===== src/rtl/viterbi_pkg.sv =====
// Shared types and constants for the K=3, 4-state Viterbi decoder.
package viterbi_pkg;

  localparam int K          = 3;
  localparam int NUM_STATES = 1 << (K - 1);
  localparam int SYM_W      = 2;
  localparam int PM_W       = 2;

  // Decoding starts from the all-zero encoder state, so it alone gets a zero metric.
  localparam logic [PM_W-1:0] PM0_INIT   = 2'b00;
  localparam logic [PM_W-1:0] PM_X_INIT  = 2'b11;

  typedef enum logic [2:0] {
    ST_IDLE,
    ST_INIT,
    ST_DECODE,
    ST_DRAIN,
    ST_TB
  } state_e;

  function automatic int step_width(input int steps);
    return (steps > 1) ? $clog2(steps) : 1;
  endfunction

endpackage


===== src/rtl/vit_delay_line.sv =====
// Valid/data shift register of DEPTH stages with a synchronous flush.
module vit_delay_line #(
  parameter int DEPTH = 1,
  parameter int WIDTH = 1
) (
  input  logic             i_clk,
  input  logic             i_rst_n,
  input  logic             flush_i,
  input  logic             valid_i,
  input  logic [WIDTH-1:0] data_i,
  output logic             valid_o,
  output logic [WIDTH-1:0] data_o
);

  logic [DEPTH-1:0] vld_q;
  logic [WIDTH-1:0] data_q [DEPTH];

  // NOTE: the data stages are reset as well, because the write address is a
  // visible output that must read 0 out of reset.
  always_ff @(posedge i_clk or negedge i_rst_n) begin
    if (!i_rst_n) begin
      vld_q <= '0;
      for (int i = 0; i < DEPTH; i++) data_q[i] <= '0;
    end else if (flush_i) begin
      vld_q <= '0;
      for (int i = 0; i < DEPTH; i++) data_q[i] <= '0;
    end else begin
      vld_q[0]  <= valid_i;
      data_q[0] <= data_i;
      for (int i = 1; i < DEPTH; i++) begin
        vld_q[i]  <= vld_q[i-1];
        data_q[i] <= data_q[i-1];
      end
    end
  end

  assign valid_o = vld_q[DEPTH-1];
  assign data_o  = data_q[DEPTH-1];

endmodule


===== src/rtl/viterbi_frame_ctrl.sv =====
// Frame sequencer: symbol intake, PM init, survivor write strobes, traceback launch.
module viterbi_frame_ctrl
  import viterbi_pkg::*;
#(
  parameter  int FRAME_LEN = 16,
  parameter  int TAIL_LEN  = 2,
  parameter  int ACS_LAT   = 1,
  localparam int STEPS     = FRAME_LEN + TAIL_LEN,
  localparam int STEP_W    = step_width(STEPS)
) (
  input  logic              i_clk,
  input  logic              i_rst_n,
  input  logic              i_start,
  input  logic              i_abort,
  input  logic              i_sym_valid,
  input  logic [SYM_W-1:0]  i_sym,
  output logic              o_sym_ready,
  output logic              o_pm_init,
  output logic              o_step_valid,
  output logic [SYM_W-1:0]  o_step_sym,
  output logic [STEP_W-1:0] o_step_idx,
  output logic              o_sm_we,
  output logic [STEP_W-1:0] o_sm_waddr,
  output logic              o_tb_start,
  output logic [STEP_W-1:0] o_tb_addr,
  input  logic              i_tb_done,
  output logic              o_busy,
  output logic              o_frame_done,
  output logic              o_aborted
);

  localparam logic [STEP_W-1:0] LAST = STEP_W'(STEPS - 1);

  state_e            state_q, state_d;
  logic [STEP_W-1:0] cnt_q, cnt_d;
  logic              step_valid_q, tb_start_q, frame_done_q, aborted_q;
  logic [SYM_W-1:0]  step_sym_q;
  logic [STEP_W-1:0] step_idx_q;
  logic              sym_hs, abort_req, tb_done_ok;

  assign sym_hs     = i_sym_valid & o_sym_ready;
  assign abort_req  = i_abort & (state_q != ST_IDLE);
  // The launch cycle itself cannot complete a traceback that has not started.
  assign tb_done_ok = i_tb_done & ~tb_start_q;

  // NOTE: sequential state uses non-blocking assignments so every register
  // samples pre-edge values regardless of block ordering.
  always_ff @(posedge i_clk or negedge i_rst_n) begin
    if (!i_rst_n) state_q <= ST_IDLE;
    else          state_q <= state_d;
  end

  // NOTE: state_d gets a default before the case so no path leaves it unassigned.
  always_comb begin
    state_d = state_q;
    unique case (state_q)
      ST_IDLE:   if (i_start) state_d = ST_INIT;
      ST_INIT:   state_d = ST_DECODE;
      ST_DECODE: if (sym_hs && cnt_q == LAST) state_d = ST_DRAIN;
      ST_DRAIN:  if (o_sm_we && o_sm_waddr == LAST) state_d = ST_TB;
      ST_TB:     if (tb_done_ok) state_d = ST_IDLE;
      default:   state_d = ST_IDLE;
    endcase
    if (abort_req) state_d = ST_IDLE;
  end

  always_comb begin
    o_sym_ready = (state_q == ST_DECODE);
    o_pm_init   = (state_q == ST_INIT);
    o_busy      = (state_q != ST_IDLE);
  end

  always_comb begin
    cnt_d = cnt_q;
    if (state_q == ST_INIT)              cnt_d = '0;
    else if (sym_hs && cnt_q != LAST)    cnt_d = cnt_q + 1'b1;
  end

  always_ff @(posedge i_clk or negedge i_rst_n) begin
    if (!i_rst_n) begin
      cnt_q        <= '0;
      step_valid_q <= 1'b0;
      step_sym_q   <= '0;
      step_idx_q   <= '0;
      tb_start_q   <= 1'b0;
      frame_done_q <= 1'b0;
      aborted_q    <= 1'b0;
    end else begin
      cnt_q        <= cnt_d;
      step_valid_q <= sym_hs & ~abort_req;
      if (sym_hs && !abort_req) begin
        step_sym_q <= i_sym;
        step_idx_q <= cnt_q;
      end
      tb_start_q   <= (state_q == ST_DRAIN) && (state_d == ST_TB);
      frame_done_q <= (state_q == ST_TB) && tb_done_ok && !i_abort;
      aborted_q    <= abort_req;
    end
  end

  vit_delay_line #(
    .DEPTH (ACS_LAT),
    .WIDTH (STEP_W)
  ) u_sm_delay (
    .i_clk   (i_clk),
    .i_rst_n (i_rst_n),
    .flush_i (abort_req),
    .valid_i (step_valid_q),
    .data_i  (step_idx_q),
    .valid_o (o_sm_we),
    .data_o  (o_sm_waddr)
  );

  assign o_step_valid = step_valid_q;
  assign o_step_sym   = step_sym_q;
  assign o_step_idx   = step_idx_q;
  assign o_tb_start   = tb_start_q;
  assign o_tb_addr    = LAST;
  assign o_frame_done = frame_done_q;
  assign o_aborted    = aborted_q;

endmodule


===== config.mk =====
export PLATFORM = sky130hd
export DESIGN_NAME = viterbi_frame_ctrl
export DESIGN_NICKNAME = d
export VERILOG_FILES = /design/src/rtl/viterbi_pkg.sv /design/src/rtl/vit_delay_line.sv /design/src/rtl/viterbi_frame_ctrl.sv
export SDC_FILE = /design/constraint.sdc
export NUM_CORES = 1
export LEC_CHECK = 0
export CAP_MARGIN = 20
export CORE_MARGIN = 2
export CORE_UTILIZATION = 49
export DETAILED_ROUTE_END_ITERATION = 6
export PLACE_DENSITY = 0.81
export SETUP_SLACK_MARGIN = 0.2
export SYNTH_ARGS = -nofsm -noshare
export SYNTH_HDL_FRONTEND = slang
export SYNTH_SLANG_ARGS = --single-unit

===== constraint.sdc =====
create_clock -name i_clk -period 2.2 [get_ports i_clk]
set_input_delay 0.33 -clock i_clk [delete_from_list [all_inputs] [get_ports i_clk]]
set_output_delay 0.33 -clock i_clk [all_outputs]
set_load 0.05 [all_outputs]

==> results of run 1 <==
cells in the mapped netlist, drive strengths merged:
cell	number
nor3	1
mux2	7
or4b	1
nor2	3
nand4	2
conb	2
ha	2
o32ai	2
clkbuf	1
and3b	1
buf	5
or2	1
a21boi	1
nor2b	2
a22oi	1
dfrtp	25
nor3b	3
nor4bb	1
inv	5
nand2	10
nand3b	1
or3b	1
and4bb	1
mux2i	5
and2	6
or3	1
power groups by stage:
stage | Clock [mW] | Sequential, mW | Combinational, mW
after detailed placement | 0 | 0.638 | 0.664
final | 0.204 | 0.626 | 0.660
after floorplan | 0 | 0.842 | 0.226
after global placement | 0 | 0.628 | 0.655
after global routing | 0.223 | 0.644 | 0.689
after CTS | 0.211 | 0.628 | 0.662
state kept, by name, summed over array words and instances, names as in the netlist:
name / flops
cnt_q: 5
o_aborted: 1
o_frame_done: 1
o_step_idx: 5
o_step_sym: 2
o_step_valid: 1
o_tb_start: 1
state_q: 3
u_sm_delay.data_o: 5
u_sm_delay.valid_o: 1
area by class of cell:
cell class                 instances  area (µm²)  area share
inverter                           5        18.8      0.0132
tap                               28        35.0      0.0246
sequential                        25         626       0.439
clock inverter                     1        5.00     0.00351
multi-input combinational         58         433       0.304
timing repair buffer              28         284       0.199
clock buffer                       3        22.5      0.0158
final timing paths:
kind                                       from              endpoint  slack [ns]  depth (start not counted)
max in group asynchronous               i_rst_n         o_step_idx[4]        1.62                          2
max                                  state_q[2]             o_pm_init        0.24                          3
min reg2reg                        o_step_valid    u_sm_delay.valid_o        0.51                          1
min                                     i_rst_n  u_sm_delay.data_o[3]        0.35                          2
min in group i_clk                 o_step_valid    u_sm_delay.valid_o        0.51                          1
max reg2reg                u_sm_delay.data_o[1]            state_q[1]        0.59                          3
cell usage in the layout (no fill, tap or decap), types with 2 or more instances in the layout:
cell / n
sky130_fd_sc_hd__dfrtp_1: 25
sky130_fd_sc_hd__clkdlybuf4s50_1: 24
sky130_fd_sc_hd__nand2_1: 10
sky130_fd_sc_hd__mux2_2: 7
sky130_fd_sc_hd__and2_1: 6
sky130_fd_sc_hd__inv_1: 5
sky130_fd_sc_hd__mux2i_1: 5
sky130_fd_sc_hd__conb_1: 5
sky130_fd_sc_hd__nor2_1: 3
sky130_fd_sc_hd__clkbuf_4: 3
sky130_fd_sc_hd__nor3b_1: 2
sky130_fd_sc_hd__o32ai_1: 2
sky130_fd_sc_hd__nor2b_1: 2
sky130_fd_sc_hd__nand4_1: 2
sky130_fd_sc_hd__ha_1: 2
sky130_fd_sc_hd__buf_4: 2
through the flow:
stage	std cells	cell area [µm²]
finish	148	1420
global route	148	1420
CTS	148	1420
detailed placement	144	1390
global placement	144	1390
floorplan	94	1110
cell families (layout without fill, tap and decap cells):
kind of cell,after synthesis,in the layout,synth area share
and+or+nand+nor,35,35,0.198
DFF,25,25,0.570
muxes,12,12,0.117
buffers and inverters,11,37,0.0547
AOI/OAI and AO/OA,4,4,0.0297
adders and majority gates,2,2,0.0228
other,2,5,0.00684
per-layer routing:
layer  up-vias  global-route usage  part of all wire
met3         7              0.0322             0.040
met2        23               0.247              0.51
li1        358                   -                 -
met1       376               0.232              0.42
met5         -                   0                 0
met4         0               0.118             0.036
timing repair:
| item | 4_1_cts | 5_1_grt |
|---|---|---|
| buffers inserted | 0 | 0 |
| pin swaps | 0 | 0 |
| endpoints found under the setup margin | 1 | 1 |
| gates resized for setup | 1 | 1 |
critical path: stages, from the launching register on:
cell and delay (ns):
sky130_fd_sc_hd__dfrtp_1 0.48, sky130_fd_sc_hd__or3b_2 0.55, sky130_fd_sc_hd__inv_1 0.13, sky130_fd_sc_hd__buf_12 0.14
==> impl_metrics.xml, run 1 <==
<?xml version="1.0" encoding="UTF-8"?>
<metrics>
  <group name="worst_setup_path">
    <metric name="worstPathArrival" unit="ns">1.63</metric>
    <metric name="critPathCaptureType" unit="">primary output</metric>
    <metric name="start_to_end_type_of_the_worst_setup_path" unit="">reg2out</metric>
    <metric name="timing.critical_path.from_type" unit="">flip-flop</metric>
    <metric name="crit_path_required_time" unit="ns">1.87</metric>
    <metric name="critical_path.max_fanout" unit="">7</metric>
  </group>
  <group name="clocking">
    <metric name="number_of_clock_sinks" unit="">25</metric>
    <metric name="cts-root-to-sink-buffers" unit="">2</metric>
    <metric name="clk_root_buffer_cell" unit="">sky130_fd_sc_hd__clkbuf_4</metric>
    <metric name="worstSkewPairLatency" unit="ns">0.32</metric>
    <metric name="holdBufCountCts" unit="">0</metric>
    <metric name="cts.clk_slew.worst_paths" unit="ns">0.13</metric>
    <metric name="cts_made_buffers" unit="">3</metric>
    <metric name="h_tree_depth" unit="">1</metric>
    <metric name="cts_tree" unit="">built</metric>
  </group>
  <group name="synthesis">
    <metric name="synth_area_leader_cell" unit="">sky130_fd_sc_hd__dfrtp_1</metric>
    <metric name="postSynthRegisterBits" unit="">25</metric>
    <metric name="post_synth_main_area_contributors" unit="">sky130_fd_sc_hd__dfrtp_1, sky130_fd_sc_hd__mux2_2, sky130_fd_sc_hd__mux2i_1</metric>
    <metric name="netlist.area_leader.share" unit="">0.570</metric>
    <metric name="post_synth_num_cell_types" unit="">26</metric>
    <metric name="syn_area_per_cell" unit="µm²">12.1</metric>
    <metric name="synthesis.area" unit="mm²">0.00110</metric>
    <metric name="seq_area_frac_synth" unit="">0.570</metric>
    <metric name="netlist_instances" unit="">91</metric>
    <metric name="synth.yosys.warnings" unit="">0</metric>
  </group>
  <group name="die">
    <metric name="floorplan.die.height" unit="µm">51.3</metric>
    <metric name="die-area" unit="mm²">0.00263</metric>
    <metric name="std_cell_rows" unit="">17</metric>
    <metric name="die_w" unit="µm">51.3</metric>
    <metric name="starting_density" unit="">0.506</metric>
    <metric name="floorplan.io_pins" unit="">33</metric>
    <metric name="core_region_area" unit="mm²">0.00217</metric>
  </group>
  <group name="global_route">
    <metric name="grt_pass1_vias" unit="">703</metric>
    <metric name="gr-total-overflow" unit="">0</metric>
    <metric name="grt_pass1_wl" unit="mm">3.18</metric>
    <metric name="pin_count_of_the_biggest_net_entering_global_routing" unit="">26</metric>
    <metric name="grt_resource_usage_total" unit="">0.171</metric>
    <metric name="antenna_violations_before_repair" unit="">0</metric>
  </group>
  <group name="power_and_ir_drop">
    <metric name="switching_share" unit="">0.427</metric>
    <metric name="power_report.internal_total" unit="mW">0.854</metric>
    <metric name="pwr-share-clk" unit="">0.137</metric>
    <metric name="p_total" unit="mW">1.49</metric>
    <metric name="powerDensity" unit="mW/mm²">1050</metric>
    <metric name="power.leakage" unit="nW">0.683</metric>
    <metric name="sequentialPowerShare" unit="">0.420</metric>
    <metric name="ir_worst_vdd" unit="mV">1.08</metric>
    <metric name="netsw" unit="mW">0.636</metric>
    <metric name="combinationalPowerShare" unit="">0.443</metric>
  </group>
  <group name="timing">
    <metric name="report.final.slew_viol_count" unit="">0</metric>
    <metric name="skew" unit="ns">0.00329</metric>
    <metric name="timing.final.hold_violations" unit="">0</metric>
    <metric name="final.hold.worst_slack" unit="ns">0.351</metric>
    <metric name="finalCriticalPeriod" unit="ns">1.96</metric>
    <metric name="max_slew.worst_pin.slew" unit="ns">0.522</metric>
    <metric name="timing.max_slew.rel_slack" unit="">0.651</metric>
    <metric name="timing.final.ws_setup" unit="ns">0.243</metric>
    <metric name="setup_viol" unit="">0</metric>
    <metric name="max_freq" unit="GHz">0.511</metric>
    <metric name="finalCritPeriodShare" unit="">0.890</metric>
    <metric name="fin_tns_setup" unit="ns">0</metric>
    <metric name="rsz0062_at_grt" unit="">yes</metric>
  </group>
  <group name="placement">
    <metric name="port-buffer-count" unit="">27</metric>
    <metric name="place_ws" unit="ns">0.343</metric>
    <metric name="place_congestion" unit="">0.809</metric>
    <metric name="dp.final_hpwl" unit="mm">1.52</metric>
  </group>
  <group name="final_layout">
    <metric name="antenna_cells" unit="">0</metric>
    <metric name="area.growth.synth_to_final" unit="%">29.8</metric>
    <metric name="post_route_cells_drive_above_1_share" unit="">0.175</metric>
    <metric name="final_core_utilization" unit="">0.656</metric>
    <metric name="nNetsFinal" unit="">131</metric>
    <metric name="final.fill_count" unit="">178</metric>
  </group>
  <group name="drt">
    <metric name="route.detailed.drc" unit="">0</metric>
    <metric name="final_antenna_net_count" unit="">0</metric>
    <metric name="viasPerCell" unit="">5.16</metric>
    <metric name="detailedRoute.firstIterationViolations" unit="">11</metric>
    <metric name="via_count" unit="">764</metric>
    <metric name="drt_pass1_iterations" unit="">4</metric>
    <metric name="wl_per_cell" unit="µm">13.3</metric>
    <metric name="routed_wirelength" unit="mm">1.97</metric>
  </group>
  <group name="outcome">
    <metric name="outcome" unit="">completed</metric>
  </group>
  <group name="worst_hold_path">
    <metric name="min_path_type" unit="">in2async</metric>
  </group>
  <group name="flow_run">
    <metric name="drv.max_cap_violation_count" unit="">0</metric>
  </group>
</metrics>
Note: power is estimated with default switching activity, not from simulation.
==> run 2: changes to the inputs <==
CORE_ASPECT_RATIO = 0.8   (was not set)
CORE_UTILIZATION = 45   (was 49)
PLACE_DENSITY = 0.75   (was 0.81)
clock period = 2 ns   (was 2.2 ns; I/O delays follow)
==> run 2 against run 1 <==
Effect of this change:
- die area up 8.3%
- worst setup slack worse by 0.022 ns
- sequential power up 9.9%
- via count down 2.7%
- routed wire length up 0.46%
- sequential cell count unchanged
- combinational power up 6.2%
- register-to-register slack worse by 0.20 ns
- highest routed layer unchanged
==> impl_metrics.xml, run 2 (synthesis gave the netlist of run 1 again) <==
<?xml version="1.0" encoding="UTF-8"?>
<metrics>
  <group name="clocking">
    <metric name="cts.clk_slew.worst_paths" unit="ns">0.12</metric>
    <metric name="cts-root-to-sink-buffers" unit="">2</metric>
    <metric name="cts_made_buffers" unit="">3</metric>
    <metric name="number_of_clock_sinks" unit="">25</metric>
    <metric name="h_tree_depth" unit="">1</metric>
    <metric name="holdBufCountCts" unit="">0</metric>
    <metric name="clk_root_buffer_cell" unit="">sky130_fd_sc_hd__clkbuf_4</metric>
    <metric name="worstSkewPairLatency" unit="ns">0.30</metric>
    <metric name="cts_tree" unit="">built</metric>
  </group>
  <group name="timing">
    <metric name="timing.final.hold_violations" unit="">0</metric>
    <metric name="max_slew.worst_pin.slew" unit="ns">0.515</metric>
    <metric name="finalCriticalPeriod" unit="ns">1.78</metric>
    <metric name="rsz0062_at_grt" unit="">yes</metric>
    <metric name="report.final.slew_viol_count" unit="">0</metric>
    <metric name="skew" unit="ns">0.000906</metric>
    <metric name="timing.max_slew.rel_slack" unit="">0.658</metric>
    <metric name="setup_viol" unit="">0</metric>
    <metric name="fin_tns_setup" unit="ns">0</metric>
    <metric name="finalCritPeriodShare" unit="">0.890</metric>
    <metric name="max_freq" unit="GHz">0.562</metric>
  </group>
  <group name="worst_setup_path">
    <metric name="worstPathArrival" unit="ns">1.48</metric>
    <metric name="start_to_end_type_of_the_worst_setup_path" unit="">reg2out</metric>
    <metric name="critical_path.max_fanout" unit="">6</metric>
    <metric name="timing.critical_path.from_type" unit="">flip-flop</metric>
    <metric name="critPathBufInv" unit="">2</metric>
    <metric name="critPathCaptureType" unit="">primary output</metric>
    <metric name="worst_path_top_cell_family_by_delay" unit="">flip-flops</metric>
    <metric name="timing.critical_path.cells" unit="">or3b_4, inv_1, buf_12</metric>
    <metric name="max_stage_delay" unit="ns">0.47</metric>
    <metric name="crit_path_required_time" unit="ns">1.70</metric>
    <metric name="critical_path.slowest_cell" unit="">sky130_fd_sc_hd__dfrtp_2</metric>
  </group>
  <group name="drt">
    <metric name="detailedRoute.firstIterationViolations" unit="">17</metric>
    <metric name="via_count" unit="">743</metric>
    <metric name="final_antenna_net_count" unit="">0</metric>
    <metric name="route.detailed.drc" unit="">0</metric>
    <metric name="wl_per_cell" unit="µm">13.5</metric>
    <metric name="viasPerCell" unit="">5.05</metric>
    <metric name="drt_pass1_iterations" unit="">4</metric>
    <metric name="routed_wirelength" unit="mm">1.98</metric>
  </group>
  <group name="final_layout">
    <metric name="final_cell_mix" unit="">sky130_fd_sc_hd__dfrtp_1, sky130_fd_sc_hd__nand2_1, sky130_fd_sc_hd__clkdlybuf4s50_1, sky130_fd_sc_hd__dlymetal6s2s_1</metric>
    <metric name="final.fill_count" unit="">185</metric>
    <metric name="antenna_cells" unit="">0</metric>
    <metric name="final_core_utilization" unit="">0.650</metric>
    <metric name="nNetsFinal" unit="">133</metric>
    <metric name="post_layout_nonfiller_instances" unit="">147</metric>
    <metric name="mostFrequentLayoutCell" unit="">sky130_fd_sc_hd__dfrtp_1</metric>
    <metric name="area.growth.synth_to_final" unit="%">32.3</metric>
    <metric name="post_route_cells_drive_above_1_share" unit="">0.205</metric>
  </group>
  <group name="placement">
    <metric name="port-buffer-count" unit="">27</metric>
    <metric name="number_of_cells_in_the_design_after_placement" unit="">141</metric>
    <metric name="dp.final_hpwl" unit="mm">1.49</metric>
    <metric name="place_congestion" unit="">0.792</metric>
  </group>
  <group name="die">
    <metric name="die_w" unit="µm">59.2</metric>
    <metric name="core_region_area" unit="mm²">0.00223</metric>
    <metric name="die-area" unit="mm²">0.00285</metric>
    <metric name="floorplan.io_pins" unit="">33</metric>
    <metric name="starting_density" unit="">0.491</metric>
    <metric name="std_cell_rows" unit="">15</metric>
    <metric name="floorplan.die.height" unit="µm">48.2</metric>
  </group>
  <group name="outcome">
    <metric name="outcome" unit="">completed</metric>
  </group>
  <group name="global_route">
    <metric name="grt_pass1_wl" unit="mm">3.08</metric>
    <metric name="pin_count_of_the_biggest_net_entering_global_routing" unit="">26</metric>
    <metric name="grt_resource_usage_total" unit="">0.152</metric>
    <metric name="gr-total-overflow" unit="">0</metric>
    <metric name="antenna_violations_before_repair" unit="">0</metric>
    <metric name="grt_pass1_vias" unit="">710</metric>
  </group>
  <group name="power_and_ir_drop">
    <metric name="power.leakage" unit="nW">0.849</metric>
    <metric name="powerDensity" unit="mW/mm²">1100</metric>
    <metric name="ir_worst_vdd" unit="mV">0.714</metric>
  </group>
  <group name="flow_run">
    <metric name="drv.max_cap_violation_count" unit="">0</metric>
  </group>
  <group name="worst_hold_path">
    <metric name="min_path_type" unit="">in2async</metric>
  </group>
</metrics>
[run 2: worst reg2reg max path: cells and delay by family, from the launching register on]
kind	cells	cell delay (ns)
and+or+nand+nor	3	1.11
DFF	1	0.40
[run 2: final timing paths]
check	end	slack (ns)	cells past startpoint	from
max in group asynchronous	state_q[1]	1.41	2	i_rst_n
worst min register to register	u_sm_delay.valid_o	0.49	1	o_step_valid
worst max-delay path	o_pm_init	0.22	3	state_q[1]
worst min-delay path	u_sm_delay.data_o[4]	0.34	2	i_rst_n
worst max register to register	state_q[1]	0.39	3	u_sm_delay.data_o[1]
min in group i_clk	u_sm_delay.valid_o	0.49	1	o_step_valid
[run 2: metal layers]
layer,track usage,share of wire
met4,0.0682,0.022
met3,0.0504,0.051
met1,0.183,0.44
met2,0.257,0.49
met5,0,0
[run 2: timing repair]
item,CTS,global route
resized for setup,10,9
endpoints found under the setup margin,8,9
endpoints found under the hold margin,0,0
pin swaps,0,0
buffers inserted,0,2
[run 2: final cells by class]
class | instances | area, µm² | area share
clock buffers | 4 | 26.3 | 0.0181
inverters | 5 | 18.8 | 0.0129
multi-input cells | 58 | 437 | 0.301
flip-flops and latches | 25 | 629 | 0.434
well taps | 25 | 31.3 | 0.0216
repair buffers | 30 | 309 | 0.213
[run 2: where the power goes]
| group | total (mW) | internal (mW) | switching (mW) |
|---|---|---|---|
| Combinational | 0.701 | 0.239 | 0.462 |
| Clock | 0.212 | 0.0778 | 0.135 |
| Sequential | 0.688 | 0.605 | 0.0832 |
| Total | 1.60 | 0.921 | 0.680 |
[run 2: metrics by stage]
stage | instance area, µm² | setup WS, ns | hold WS (ns) | power (mW)
CTS | 1420 | 0.202 | 0.346 | 1.62
finish | 1450 | 0.221 | 0.341 | 1.60
detailed placement | 1390 | 0.348 | 0.471 | 1.43
floorplan | 1120 | 0.211 | 0.00441 | 1.18
global route | 1450 | 0.173 | 0.367 | 1.69
global placement | 1390 | 0.360 | 0.464 | 1.41
